**src/rtl/debug_word_uart_tx.sv**
```systemverilog
// debug_word_uart_tx
//   Debug-side UART transmitter. Serialises a 32-bit word (PC, register or memory
//   snapshot) to the host as 4 UART bytes, least significant byte first. Frames are
//   8N1 by default. Words arrive over a valid/ready handshake.
//
//   Optional feature macro: PARITY_EN
//     defined   : an even-parity bit is inserted after the data bits (8E1, 11 bits/byte)
//     undefined : plain 8N1, no parity state or logic (10 bits/byte)
//
// Parameters
//   CLKS_PER_BIT  clock cycles per UART bit (>= 2)
//   WORD_W        input word width; only 32 is supported
//
// Ports
//   clk      in   system clock, rising edge
//   reset    in   synchronous active-high reset; aborts any frame in flight
//   i_word   in   word to transmit, captured on the accepting edge
//   i_valid  in   i_word is valid
//   o_ready  out  block is idle and can accept a word
//   o_tx     out  UART serial line, idle high
//   o_busy   out  frame in progress (inverse of o_ready)
//   o_done   out  one-cycle pulse in the first idle cycle after byte 3's stop bit
module debug_word_uart_tx #(
    parameter int unsigned CLKS_PER_BIT = 16,
    parameter int unsigned WORD_W       = 32
) (
    input  logic              clk,
    input  logic              reset,
    input  logic [WORD_W-1:0] i_word,
    input  logic              i_valid,
    output logic              o_ready,
    output logic              o_tx,
    output logic              o_busy,
    output logic              o_done
);

    localparam int unsigned     BaudW    = (CLKS_PER_BIT > 1) ? $clog2(CLKS_PER_BIT) : 1;
    localparam logic [BaudW-1:0] BaudLast = BaudW'(CLKS_PER_BIT - 1);
    localparam logic [1:0]       ByteLast = 2'(WORD_W / 8 - 1);

`ifdef PARITY_EN
    typedef enum logic [2:0] {
        StIdle,
        StStart,
        StData,
        StParity,
        StStop
    } state_e;
`else
    typedef enum logic [1:0] {
        StIdle,
        StStart,
        StData,
        StStop
    } state_e;
`endif

    state_e            state_q, state_d;
    logic [BaudW-1:0]  baud_q, baud_d;
    logic [2:0]        bit_q, bit_d;
    logic [1:0]        byte_q, byte_d;
    logic [WORD_W-1:0] shift_q, shift_d;
    logic              done_q, done_d;
    logic              bit_end;
`ifdef PARITY_EN
    logic              parity_q, parity_d;
`endif

    assign bit_end = (baud_q == BaudLast);

    always_ff @(posedge clk) begin
        if (reset) begin
            state_q  <= StIdle;
            baud_q   <= '0;
            bit_q    <= '0;
            byte_q   <= '0;
            shift_q  <= '0;
            done_q   <= 1'b0;
`ifdef PARITY_EN
            parity_q <= 1'b0;
`endif
        end else begin
            state_q  <= state_d;
            baud_q   <= baud_d;
            bit_q    <= bit_d;
            byte_q   <= byte_d;
            shift_q  <= shift_d;
            done_q   <= done_d;
`ifdef PARITY_EN
            parity_q <= parity_d;
`endif
        end
    end

    always_comb begin
        state_d  = state_q;
        baud_d   = baud_q;
        bit_d    = bit_q;
        byte_d   = byte_q;
        shift_d  = shift_q;
        done_d   = 1'b0;
`ifdef PARITY_EN
        parity_d = parity_q;
`endif
        case (state_q)
            StIdle: begin
                if (i_valid) begin
                    shift_d = i_word;
                    baud_d  = '0;
                    bit_d   = '0;
                    byte_d  = '0;
                    state_d = StStart;
                end
            end
            StStart: begin
                if (bit_end) begin
                    baud_d   = '0;
                    bit_d    = '0;
`ifdef PARITY_EN
                    parity_d = 1'b0;
`endif
                    state_d  = StData;
                end else begin
                    baud_d = baud_q + 1'b1;
                end
            end
            StData: begin
                if (bit_end) begin
                    baud_d   = '0;
                    // Shifting the whole word leaves the next byte in [7:0].
                    shift_d  = shift_q >> 1;
`ifdef PARITY_EN
                    parity_d = parity_q ^ shift_q[0];
`endif
                    if (bit_q == 3'd7) begin
`ifdef PARITY_EN
                        state_d = StParity;
`else
                        state_d = StStop;
`endif
                    end else begin
                        bit_d = bit_q + 3'd1;
                    end
                end else begin
                    baud_d = baud_q + 1'b1;
                end
            end
`ifdef PARITY_EN
            StParity: begin
                if (bit_end) begin
                    baud_d  = '0;
                    state_d = StStop;
                end else begin
                    baud_d = baud_q + 1'b1;
                end
            end
`endif
            StStop: begin
                if (bit_end) begin
                    baud_d = '0;
                    if (byte_q == ByteLast) begin
                        done_d  = 1'b1;
                        state_d = StIdle;
                    end else begin
                        byte_d  = byte_q + 2'd1;
                        state_d = StStart;
                    end
                end else begin
                    baud_d = baud_q + 1'b1;
                end
            end
            default: begin
                state_d = StIdle;
            end
        endcase
    end

    always_comb begin
        o_tx = 1'b1;
        case (state_q)
            StStart:  o_tx = 1'b0;
            StData:   o_tx = shift_q[0];
`ifdef PARITY_EN
            StParity: o_tx = parity_q;
`endif
            default:  o_tx = 1'b1;
        endcase
    end

    assign o_ready = (state_q == StIdle);
    assign o_busy  = ~o_ready;
    assign o_done  = done_q;

endmodule

```
**config.mk**
```make
export PLATFORM = sky130hd
export DESIGN_NAME = debug_word_uart_tx
export DESIGN_NICKNAME = d
export VERILOG_FILES = /design/src/rtl/debug_word_uart_tx.sv
export SDC_FILE = /design/constraint.sdc
export NUM_CORES = 1
export LEC_CHECK = 0
export CAP_MARGIN = 20
export CORE_MARGIN = 5
export CORE_UTILIZATION = 30
export CTS_CLUSTER_SIZE = 14
export DETAILED_ROUTE_END_ITERATION = 7
export GPL_TIMING_DRIVEN = 0
export PLACE_DENSITY_LB_ADDON = 0.12
export SKIP_LAST_GASP = 1
export SYNTH_ARGS = -nofsm -noshare
export SYNTH_HDL_FRONTEND = slang
export SYNTH_SLANG_ARGS = --single-unit
```
**constraint.sdc**
```tcl
create_clock -name clk -period 2 [get_ports clk]
set_input_delay 0.2 -clock clk [delete_from_list [all_inputs] [get_ports clk]]
set_output_delay 0.2 -clock clk [all_outputs]
set_load 0.01 [all_outputs]
```
After elaboration in Yosys (flattened, before gate mapping)
Index checks and enable logic that the tools add are counted.

word-level totals
  output and inout port bits = 4
  word-level logic and storage cells = 59
  register bits after elaboration = 44

cells by class
  equality and inequality tests = 13
  mux-type cells = 24
  bitwise logic cells = 3
  reduce and logical (&&, ||, !) cells = 10
  add/subtract/negate cells = 3

operators with widths
  operator               number
  $mux W32               2
  $pmux W32 S2           1
  $mux W2                8
  $ne A2 B2 Y1 const B   7
  $mux W3                4
  $reduce_and A5 Y1      2
  $pmux W3 S3            1
  $mux W4                2
  $pmux W2 S4            1
  $pmux W4 S2            1
  $eq A2 B2 Y1 const B   3
  $reduce_or A3 Y1       2
  $add A4 B1 Y4 const B  1
  $eq A4 B4 Y1 const B   1
  $pmux W2 S2            1
  $reduce_and A4 Y1      1
  $reduce_bool A2 Y1     2
  $add A3 B1 Y3 const B  1
  $eq A3 B3 Y1 const B   1
  $not A1 Y1             3
  $reduce_and A3 Y1      1
  $reduce_bool A3 Y1     1
  $add A2 B1 Y2 const B  1
  $eq A2 B1 Y1 const B   1
  3 further kinds        4

Logic depth before layout (Yosys ltp)
  depth in word-level cells = 4
  depth in mapped cells = 8

Least setup slack after synthesis
OpenSTA, ideal clock, no wires.

  kind = reg-to-reg
  from = register state_q[0]
  to = register bit_q[0]
  arrival time = 1728 ps
  buffers on the path = 1
  cell stages (with the launch flop) = 8
  setup slack = 144 ps
  data required time = 1872 ps
  setup time = 128 ps
  cell sequence = dfxtp_1 > inv_1 > ha_1 > buf_6 > or2_4 > a2111oi_4 > mux2i_1 > nor2_1

on the way
  longest elaborated chain between the ends = 3

ends and longest elaborated chain
  element                                                              RTL line  RTL
  start, declared                                                      58        state_e state_q, state_d;
  start signal, assigned                                               73        state_q <= StIdle;
  start signal, assigned                                               83        state_q <= state_d;
  $eq A2 B2 Y1 (tied with other cells)                                 105       case (state_q)
  $ne A2 B2 Y1 (no source line) or $reduce_bool A3 Y1 (tied branches)  -
  $reduce_and A5 Y1 (no source line)                                   -
  end signal, assigned                                                 85        bit_q <= bit_d;
  end, declared                                                        60        logic [2:0] bit_q, bit_d;

Several ways; a longest one is shown, not always the timed one.
A chain may end at the register's enable or synchronous reset.

Worst setup path in the final report
Ends and elaborated chain as after synthesis.

==> results.yml <==
status:
  status: "complete, no violations"
drt:
  first_pass_iters: 4
  vias_per_cell: 4.80
  wl_per_cell_um: 12.8
  drt_iter0_markers: 77
  routed_wl_um: 4930
  ant_nets: 0
  drcViolationCount: 0
  num_vias: 1851
sta:
  drv_slew: 0
  setup_viol: 0
  timing.final.crit_period_ns: 1.89
  worst_slew_pin_slew_ns: 0.451
  fin_hold_ws_ns: 0.483
  fmax_ghz: 0.529
  hold_violations: 0
  finClkSkew_ns: 0.0111
  final.period_utilization: 0.945
  slew_headroom: 0.700
worst_setup_path:
  cp_num_buf_inv: 2
  slowest_delay_ns: 0.41
  worstSetupEndpointType: "flop"
  crit_slowest_cell: "a2111oi_4"
  cp-start-kind: "flop"
  crit_arrival_ns: 2.06
  crit_family: "compound AO/OA/AOI/OAI gates"
  crit_fanout: 9
  crit_type: "flop to flop"
  required_ns: 2.17
  path_cells: "inv_1 > ha_1 > buf_6 > or2_4 > a2111oi_4 > mux2i_1 > nor2_1"
cts:
  cts_tree: "yes"
  clk_latency_ns: 0.30
  cts_buffers: 5
  root_buffer: "clkbuf_8"
  path_clk_slew_ns: 0.08
  htree_levels: 2
  cts.sinks: 44
  clockBufferDepth: 2
global_routing:
  grt_usage: 0.123
  grt_pass1_vias: 1813
  grt_max_degree: 16
  antenna_found_initial: 0
  grt_pass1_wl_um: 8490
  grt_overflow: 0
floorplanning:
  fp.dieW_um: 92.1
  die_height_um: 92.1
  core-area_um2: 6680
  num_io_pins: 39
  rows: 30
  initial_core_util: 0.303
  fp.dieArea_um2: 8490
layout:
  fillers: 715
  final_common_cell: "nor2_1"
  post-route-util: 0.399
  drive_above_1_share: 0.0948
  fin_area_um2: 2670
  seq_area_um2: 886
  diodes: 0
  nets: 349
  mostFrequentLayoutCells: "71 x nor2_1, 42 x dfxtp_1, 37 x clkdlybuf4s50_1, 33 x o21ai_0, 31 x nor3_1"
  area_delta_synth_final_pct: 31.8
  multi_input_area_um2: 1080
pwr:
  comb_power_share: 0.386
  vdd_drop_max_uv: 489
  intPower_mw: 2.05
  powerDensity_nw_per_um2: 1200
  swShare: 0.361
  totalPowerFinal_mw: 3.21
  seq_power_share: 0.397
  pwr-share-clk: 0.217
  p_leak_nw: 1.07
  power.switching_mw: 1.16
place:
  place_area_um2: 2500
  hpwl_um: 3500
  gp_congestion: 0.776
  portBuffers: 38
logic_synthesis:
  synth_area_um2: 2020
  ys_seq_area_frac: 0.435
  synth.distinct_cells: 31
  synth_cells: 260
  synth_area_per_cell_um2: 7.78
  synth-seq-cells: 44
  yosys_warnings: 0
  syn_nets: 304
job:
  maxCapViolations: 0
hold_path:
  min_path_type: "flop to flop"
[metal layers]
layer,track usage,part of all wire
met1,0.164,0.51
met2,0.191,0.44
met3,0.0328,0.039
met4,0.0446,0.012
met5,0,0
[cell families after synthesis]
family,after synthesis,share of synthesized area
flops,44,0.435
mux,3,0.0155
fa+ha+maj,9,0.0557
compound gates,52,0.153
simple gates,132,0.297
buf+inv,20,0.0433
[power groups by stage]
stage	sequential, mW	clock (mW)	combinational, mW
2_1_floorplan	1.25	0	0.846
3_3_place_gp	1.28	0	1.19
3_5_place_dp	1.29	0	1.20
4_1_cts	1.27	0.729	1.22
5_1_grt	1.31	0.765	1.41
6_report	1.27	0.697	1.24
[worst reg2reg max path, stage by stage, from the launching register on]
cell       delay [ns]
dfxtp_4          0.38
inv_1            0.08
ha_1             0.21
buf_6            0.14
or2_4            0.26
a2111oi_4        0.42
mux2i_1          0.24
nor2_1           0.05
[area by class of cell]
type / count / area share
plain buffers: 15 / 0.0324
clock buffers: 5 / 0.0258
clock inverters: 3 / 0.0178
inverters: 5 / 0.00844
multi-input cells: 196 / 0.405
flip-flops and latches: 44 / 0.332
well taps: 80 / 0.0375
repair buffers: 38 / 0.141
[synth_stat cells (all sizes together)]
| cell type | n | area share |
|---|---|---|
| nor4 | 2 | 0.0062 |
| o21ai | 33 | 0.082 |
| o31ai | 2 | 0.0099 |
| o211ai | 1 | 0.0037 |
| nor2b | 1 | 0.0031 |
| or4 | 1 | 0.0037 |
| buf | 5 | 0.015 |
| o211a | 1 | 0.0049 |
| dfxtp | 44 | 0.44 |
| and2 | 1 | 0.0031 |
| nor2 | 71 | 0.13 |
| nand2b | 5 | 0.015 |
| nand2 | 5 | 0.0093 |
| o221ai | 1 | 0.0043 |
| o41ai | 1 | 0.0043 |
| mux2 | 1 | 0.0056 |
| ha | 9 | 0.056 |
| mux2i | 2 | 0.0099 |
| or2 | 1 | 0.0043 |
| nor3 | 33 | 0.082 |
| and3 | 1 | 0.0031 |
| nand3 | 5 | 0.012 |
| a2111oi | 1 | 0.014 |
| a21oi | 11 | 0.027 |
| inv | 5 | 0.0093 |
| clkbuf | 10 | 0.019 |
| nand3b | 5 | 0.019 |
| a211oi | 1 | 0.0037 |
| nor4b | 1 | 0.0043 |
[metrics by stage]
step                instances  worst slack, ns  TNS [ns]
floorplan                 260            0.144         0
CTS                       386          -0.0377   -0.0602
finish                    386            0.110         0
global route              386         -0.00427  -0.00940
global placement          378          -0.0903     -2.10
detailed placement        378           -0.170     -3.66
[state kept, by name (all words and copies together), names as in the netlist]
signal / flops
baud_q: 4
bit_q: 3
byte_q: 2
o_done: 1
shift_q: 32
state_q: 2
[worst paths after layout]
path / start / endpoint / slack, ns / depth (start not counted)
worst min register to register: bit_q[1] / bit_q[1] / 0.48 / 2
worst max register to register: state_q[0] / bit_q[0] / 0.11 / 7
worst min-delay path: bit_q[1] / bit_q[1] / 0.48 / 2
worst max-delay path: state_q[0] / bit_q[0] / 0.11 / 7
[repair_timing]
item                       4_1_cts  5_1_grt
buffers inserted                 0        0
hold buffers                     0        0
setup endpoints to repair       38       40
pin swaps                        0        1
gates resized for setup          8       17
Power figures use the tool's default switching activity.
